==> src/rtl/psum_collector.sv <==
// rtl/psum_collector.sv - packet reduction sink: sums beats in a guard-extended accumulator, saturates at close
module psum_collector #(
    parameter int BIT_WIDTH = 18,
    parameter int GUARD     = 8
) (
    input  logic                 clk,
    input  logic                 rst_n,
    input  logic [BIT_WIDTH-1:0] in_data,
    input  logic                 in_valid,
    input  logic                 in_last,
    output logic                 in_ready,
    output logic [BIT_WIDTH-1:0] out_data,
    output logic                 out_valid,
    input  logic                 out_ready,
    output logic [GUARD:0]       out_count,
    output logic                 out_sat,
    output logic                 out_trunc
);

    localparam int AW = BIT_WIDTH + GUARD;

    typedef enum logic {
        ACCUM = 1'b0,
        HOLD  = 1'b1
    } state_t;

    state_t state, state_nxt;

    logic [AW-1:0]        acc;
    logic [AW-1:0]        sum;
    logic [GUARD-1:0]     cnt;
    logic                 accept;
    logic                 forced;
    logic                 close_pkt;
    logic [GUARD:0]       sum_hi;
    logic                 fits;
    logic [BIT_WIDTH-1:0] clamped;

    assign in_ready  = (state == ACCUM);
    assign out_valid = (state == HOLD);
    assign accept    = in_valid && in_ready;

    // cnt holds beats already accumulated, so all-ones means this beat is number 2^GUARD
    assign forced    = &cnt;
    assign close_pkt = accept && (in_last || forced);

    assign sum = acc + {{GUARD{in_data[BIT_WIDTH-1]}}, in_data};

    // The sum fits the result width when every bit above the result's sign bit matches it
    assign sum_hi  = sum[AW-1:BIT_WIDTH-1];
    assign fits    = (sum_hi == '0) || (sum_hi == '1);
    assign clamped = fits ? sum[BIT_WIDTH-1:0]
                   : (sum[AW-1] ? {1'b1, {(BIT_WIDTH-1){1'b0}}}
                                : {1'b0, {(BIT_WIDTH-1){1'b1}}});

    always_ff @(posedge clk or negedge rst_n) begin
        if (!rst_n) begin
            state <= ACCUM;
        end else begin
            state <= state_nxt;
        end
    end

    always_comb begin
        state_nxt = state;
        case (state)
            ACCUM: if (close_pkt) state_nxt = HOLD;
            HOLD:  if (out_ready) state_nxt = ACCUM;
            default: state_nxt = ACCUM;
        endcase
    end

    always_ff @(posedge clk or negedge rst_n) begin
        if (!rst_n) begin
            acc       <= '0;
            cnt       <= '0;
            out_data  <= '0;
            out_count <= '0;
            out_sat   <= 1'b0;
            out_trunc <= 1'b0;
        end else if (accept) begin
            if (close_pkt) begin
                acc       <= '0;
                cnt       <= '0;
                out_data  <= clamped;
                out_count <= {1'b0, cnt} + (GUARD+1)'(1);
                out_sat   <= !fits;
                out_trunc <= forced && !in_last;
            end else begin
                acc <= sum;
                cnt <= cnt + GUARD'(1);
            end
        end
    end

endmodule
==> config.mk <==
export PLATFORM = sky130hd
export DESIGN_NAME = psum_collector
export DESIGN_NICKNAME = d
export VERILOG_FILES = /design/src/rtl/psum_collector.sv
export SDC_FILE = /design/constraint.sdc
export NUM_CORES = 1
export LEC_CHECK = 0
export ABC_AREA = 1
export BUFFER_PORTS_ARGS = -buffer_cell sky130_fd_sc_hd__buf_2
export CAP_MARGIN = 0
export CORE_ASPECT_RATIO = 1.5
export CORE_MARGIN = 3
export CORE_UTILIZATION = 59
export DETAILED_ROUTE_END_ITERATION = 8
export PLACE_DENSITY = 0.79
export RECOVER_POWER = 50
export SYNTH_ARGS = -nofsm -noshare
export SYNTH_HDL_FRONTEND = slang
export SYNTH_SLANG_ARGS = --single-unit
==> constraint.sdc <==
create_clock -name clk -period 3.5 [get_ports clk]
set_clock_uncertainty 0.05 [all_clocks]
set_input_delay 0.7 -clock clk [delete_from_list [all_inputs] [get_ports clk]]
set_output_delay 0.7 -clock clk [all_outputs]
set_load 0.03 [all_outputs]
==> flow_summary.json, run 1 <==
{
  "multi_input_area_um2": 2560,
  "p_leak_nw": 2.79,
  "rsz0062_at_grt": "false",
  "synth-adder-area-share": 0.0753,
  "globalplace.congestion": 0.979,
  "syn_to_final_growth_pct": 12.5,
  "first_pass_iters": 6,
  "dieArea_um2": 8880,
  "htreeDepth": 3,
  "cts_resized": 0,
  "fillers": 637,
  "slew_headroom": -0.0277,
  "yosys.cell_types.count": 32,
  "placed_cells": 800,
  "fin_setup_tns_ns": 0,
  "initial_core_util": 0.622,
  "grt.overflow.total": 0,
  "drt-wirelength-per-cell_um": 14.7,
  "drt-total-wl_mm": 12.0,
  "yosys_warnings": 0,
  "hpwl_mm": 9.15,
  "drtIter0Drc": 286,
  "worstSetupEndpointType": "flop",
  "fin_nets": 761,
  "yosys_most_used_dff": "dfrtp_1",
  "synth_seq_cells": 64,
  "regArea_um2": 1600,
  "peakVddDrop_mv": 0.482,
  "drive_gt1_frac": 0.138,
  "fp.dieH_um": 114,
  "drv_slew": 65,
  "portBuffers": 53,
  "yosysMostFrequentCell": "nand2_1",
  "vias": 4380,
  "final_cells": 816,
  "crit_type": "in2reg",
  "cts.reportedPaths.clkPinSlew_ns": 0.07,
  "p_per_area_nw_per_um2": 837,
  "yosys.area_share.simple": 0.326,
  "synth_area_um2": 4580,
  "final-hold-violation-count": 0,
  "synth_nets": 703,
  "ctsHoldBuffers": 0,
  "antenna_left": 0,
  "status": "complete, but fails checks",
  "hold_class": "reg2reg",
  "synthCells": 653,
  "cp.required_ns": 3.69,
  "clock_path_buffers": 2,
  "grt_max_degree": 65,
  "crit_start": "in_data[0]",
  "whs_ns": 0.431,
  "vias_per_cell": 5.37,
  "clk_latency_ns": 0.37,
  "yosys-top-cells-area": "dfrtp_1, nand2_1, inv_1",
  "async_flop_share": 1.00,
  "die_w_um": 78.0,
  "fmax_mhz": 337,
  "synth-seq-area-share": 0.349,
  "cts_setup_buffers": 0,
  "synth_compound_area_frac": 0.116,
  "hp-start": "out_count[8]",
  "synth_common_cells": "nand2_1, inv_1, dfrtp_1",
  "ios": 54,
  "finalSetupViolCount": 0,
  "cts_sinks": 64,
  "cp_max_fo": 17,
  "cts_buffers": 9,
  "critPathArrivalTime_ns": 3.15,
  "synth_top_family_by_area": "simple AND/OR/NAND/NOR gates",
  "synth_top_area_frac": 0.349,
  "pre_cts_slack_ns": 0.222,
  "violations": "capacitance limit, slew limit",
  "synth_edf_count": 0,
  "finalCritPeriodShare": 0.847,
  "grt_pass1_vias": 4254,
  "coreArea_um2": 7370,
  "period_minus_slack_ns": 2.97,
  "r2r_start": "acc[0]",
  "synthMuxAreaShare": 0,
  "synth_top_area_cell": "dfrtp_1",
  "antenna_found_initial": 0,
  "cts_tree": "yes",
  "cts_root_buf": "clkbuf_8",
  "start_kind": "input pin",
  "cap_violations": 1,
  "fin_util": 0.700,
  "grtUsageTotal": 0.287,
  "worst_slack_ns": 0.534,
  "worst_slew_pin_slew_ns": 1.54,
  "row_count": 38,
  "synthXorXnorAreaFrac": 0.0420,
  "grt_pass1_wl_mm": 20.0,
  "antennaDiodeCount": 0,
  "drcViolationCount": 0,
  "postSynthAreaPerCell_um2": 7.02
}
logic make-up after synthesis:
kind of cell / Yosys count
buf+inv: 105
simple gates: 354
compound gates: 81
flops: 64
fa+ha+maj: 27
xor+xnor: 22
through the flow:
step	total power [W]	cell area [um^2]
5_1_grt	0.00466	5160
3_3_place_gp	0.00353	4950
6_report	0.00432	5160
2_1_floorplan	0.00296	4580
4_1_cts	0.00433	5180
3_5_place_dp	0.00357	4950
cell type report:
class / instances / area share
clock buffers: 10 / 0.0267
clock inverters: 6 / 0.0175
inverters: 93 / 0.0677
multi-input cells: 484 / 0.497
flip-flops and latches: 64 / 0.311
well taps: 100 / 0.0243
repair buffers: 59 / 0.0563
sequential cells by signal (all words and copies together), names as in the netlist:
signal and flops:
acc 26, cnt 8, out_count 9, out_sat 1
out_valid 1, out_trunc 1, out_data 18
worst max-delay path, stage by stage:
cell	delay (ns)
buf_2	0.08
ha_1	0.21
inv_1	0.07
fa_1	0.42
inv_1	0.12
nand2_1	0.06
nand2_1	0.07
nand3_1	0.08
nand2_2	0.14
nand2_1	0.11
nand3_1	0.12
nand2_1	0.06
nand2_1	0.08
nand2_1	0.07
nor2_2	0.13
nand2_1	0.10
a21oi_4	0.12
buf_4	0.28
a21oi_1	0.11
layout by cell type (no fill, tap or decap), types with 2 or more instances in the layout:
cell type / count
nand2_1: 232
inv_1: 93
dfrtp_1: 64
nor2_1: 53
buf_2: 39
ha_1: 26
nand3_1: 23
o21ai_0: 21
a21oi_1: 21
a22o_1: 16
xor2_1: 14
clkbuf_1: 14
nand2_2: 11
nand4_1: 11
a21oi_2: 10
clkbuf_8: 10
nor2_2: 8
xnor2_1: 8
nor3_1: 5
buf_4: 5
o22ai_1: 4
a31oi_1: 4
or2_2: 2
nand3_2: 2
nor2_4: 2
nand3b_1: 2
nor3_2: 2
o21bai_1: 2
bufinv_16: 2
metal layers:
| layer | share of wire | vias up | track usage |
|---|---|---|---|
| li1 | - | 2183 | - |
| met1 | 0.41 | 2037 | 0.349 |
| met2 | 0.51 | 129 | 0.495 |
| met3 | 0.048 | 31 | 0.0482 |
| met4 | 0.032 | 0 | 0.132 |
| met5 | 0 | - | 0 |
path summary, 6_finish.rpt:
check	depth (start not counted)	end	slack [ns]
setup / recovery	19	out_data[8]	0.53
hold / removal	2	out_count[8]	0.43
setup reg to reg	18	out_data[8]	0.58
hold reg to reg	2	out_count[8]	0.43
max in group asynchronous	2	cnt[5]	1.73
min in group asynchronous	2	out_data[7]	0.74
power breakdown:
group | total, W | switching [W] | leakage (nW) | internal [W]
sequential | 0.00113 | 0.000145 | 0.806 | 0.000986
combinational | 0.00245 | 0.00165 | 1.87 | 0.000796
clock | 0.000741 | 0.000319 | 0.113 | 0.000422
total | 0.00432 | 0.00211 | 2.79 | 0.00220
Note: power is estimated with default switching activity, not from simulation.
==> run 2, diff against run 1 <==
Settings changed: CORE_UTILIZATION 59 to 54, PLACE_DENSITY 0.79 to 0.76.
Clock period 3.5 ns to 2.4 ns, I/O delays scaled along.
==> run 2 against run 1 <==
Against the previous run:
- the flow finishes with violations (capacitance limit, slew limit, setup timing)
- via count rose by 22%
- die area increased by 8.6%
- design area up 29%
- total power is 110% higher
- critical path depth fell by 2
- routed wire length grew 48%
- hold slack got worse by 0.15 ns
==> flow_summary.json, run 2 (synthesis gave the netlist of run 1 again) <==
{
  "status": "complete, but fails checks",
  "violations": "capacitance limit, slew limit, setup timing",
  "antenna_found_initial": 0,
  "drt-total-wl_mm": 17.8,
  "sequentialPowerShare": 0.198,
  "hold_class": "in2reg",
  "p_int_w": 0.00469,
  "die_w_um": 81.2,
  "drtIter0Drc": 572,
  "syn_to_final_growth_pct": 45.5,
  "period_minus_slack_ns": 2.73,
  "cts_root_buf": "clkbuf_16",
  "htreeDepth": 3,
  "portBuffers": 53,
  "critPathArrivalTime_ns": 2.90,
  "drcViolationCount": 0,
  "netSwitchingPower_w": 0.00421,
  "antennaDiodeCount": 0,
  "cts_sinks": 64,
  "initial_core_util": 0.562,
  "cts.reportedPaths.clkPinSlew_ns": 0.06,
  "critPathMaxStageDelay_ns": 0.42,
  "rsz0062_at_grt": "true",
  "coreArea_um2": 8160,
  "largest_reg_flops": 26,
  "regMostFlops": "acc",
  "grt.overflow.total": 0,
  "grt_pass1_vias": 5334,
  "ff2ff_path_depth": 17,
  "clock_path_buffers": 2,
  "whs_ns": 0.279,
  "fin_nets": 860,
  "r2r_start": "acc[4]",
  "ios": 54,
  "fin_util": 0.818,
  "cts_buffers": 9,
  "p_leak_nw": 3.45,
  "drt-wirelength-per-cell_um": 19.3,
  "worst_slack_ns": -0.333,
  "vias": 5338,
  "crit_start": "acc[4]",
  "finalCritPeriodShare": 1.14,
  "clock_power_share": 0.167,
  "start_kind": "flop",
  "cp_max_fo": 9,
  "grtUsageMet3": 0.0703,
  "drv_slew": 30,
  "pwr-share-comb": 0.635,
  "finalSetupViolCount": 18,
  "antenna_left": 0,
  "switching_share": 0.473,
  "pre_cts_slack_ns": -0.613,
  "slowest_stage": "dfrtp_1",
  "fp.dieH_um": 119,
  "cpMostUsedCell": "nand2_2",
  "grtUsageTotal": 0.365,
  "hpwl_mm": 10.7,
  "crit_type": "reg2reg",
  "peakVddDrop_mv": 0.747,
  "row_count": 40,
  "crit_chain": "ha_4 > nand2_2 > inv_1 > nand2_1 > nand2_1 > nand2_1 > nand3_2 > nand2_4 > buf_4 > nand3_1 > nand2_2 > nand2_2 > nor2_4 > nand2_2 > a21oi_4 > buf_8 > a21oi_1",
  "grt_pass1_wl_mm": 26.5,
  "vias_per_cell": 5.80,
  "hp-start": "out_ready",
  "clk_latency_ns": 0.34,
  "drive_gt1_frac": 0.378,
  "final_cell_mix": "nand2_1, buf_4, inv_1",
  "grt_max_degree": 30,
  "cts_tree": "yes",
  "dieArea_um2": 9650,
  "grt_use_met1": 0.377,
  "globalplace.congestion": 1.02,
  "cap_violations": 1,
  "final-hold-violation-count": 0,
  "ctsHoldBuffers": 0,
  "layout_commonest_cell": "nand2_1",
  "first_pass_iters": 6,
  "holdPathStages": 2,
  "worstSetupEndpointType": "flop",
  "p_per_area_nw_per_um2": 1330,
  "cp.required_ns": 2.56,
  "worst_slew_pin_slew_ns": 1.59,
  "met2_usage": 0.625,
  "slew_headroom": -0.0592,
  "largest_registers": "acc: 26 flops, out_data: 18 flops, out_count: 9 flops",
  "fmax_mhz": 366,
  "top_usage_layer": "met2"
}
-- run 2: changes by cell type in the layout (fill, tap and decap cells not counted), sizes merged --
cell and delta:
clkinvlp +1, clkbuf -5, buf +103
-- run 2: routing by layer --
layer  vias up  routed length [um]  part of all wire
li1       2385                   -                 -
met5         -                   0                 0
met1      2477                6060              0.34
met4         0                1630             0.092
met2       346                8860              0.50
met3       130                1200             0.068
-- run 2: timing repair --
item | in CTS | in global routing
pin swaps | 30 | 37
setup endpoints to repair | 18 | 24
buffers inserted | 14 | 12
resized for setup | 74 | 53
cloned | 2 | 0
-- run 2: area by class of cell --
class,instances,area (um^2)
clock buffers,9,225
clock inverters,7,103
fillers,470,1490
inverters,93,353
multi-input cells,484,3160
flip-flops and latches,64,1600
well taps,105,131
repair buffers,158,1100
-- run 2: path summary, 6_finish.rpt --
check / to / slack, ns
worst max-delay path: out_data[8] / -0.33
min in group asynchronous: out_data[2] / 0.48
max in group asynchronous: acc[13] / 0.36
worst min register to register: out_count[3] / 0.43
worst max register to register: out_data[8] / -0.33
worst min-delay path: out_valid / 0.28
-- run 2: through the flow --
stage / cells / total power, W / TNS (ns) / cell area [um^2]
global route: 920 / 0.00932 / -6.67 / 6670
global placement: 878 / 0.00591 / -11.26 / 5570
detailed placement: 878 / 0.00602 / -10.73 / 5570
CTS: 910 / 0.00823 / -2.26 / 6480
floorplan: 653 / 0.00434 / -1.09 / 4620
finish: 920 / 0.00890 / -5.43 / 6670
-- run 2: worst max-delay path: cells and delay by family, from the launching register on --
family / cells / cell delay, ns
buffers and inverters: 3 / 0.37
flip-flops: 1 / 0.42
AO/OA/AOI/OAI: 2 / 0.29
adder cells (fa/ha/maj): 1 / 0.29
AND/OR/NAND/NOR: 11 / 1.18
-- run 2: power groups by stage --
stage | Combinational, W | Clock (W) | Sequential, W
after floorplan | 0.00237 | 0 | 0.00197
after global placement | 0.00426 | 0 | 0.00165
after detailed placement | 0.00434 | 0 | 0.00167
after CTS | 0.00503 | 0.00147 | 0.00172
after global routing | 0.00599 | 0.00154 | 0.00179
final | 0.00565 | 0.00148 | 0.00176
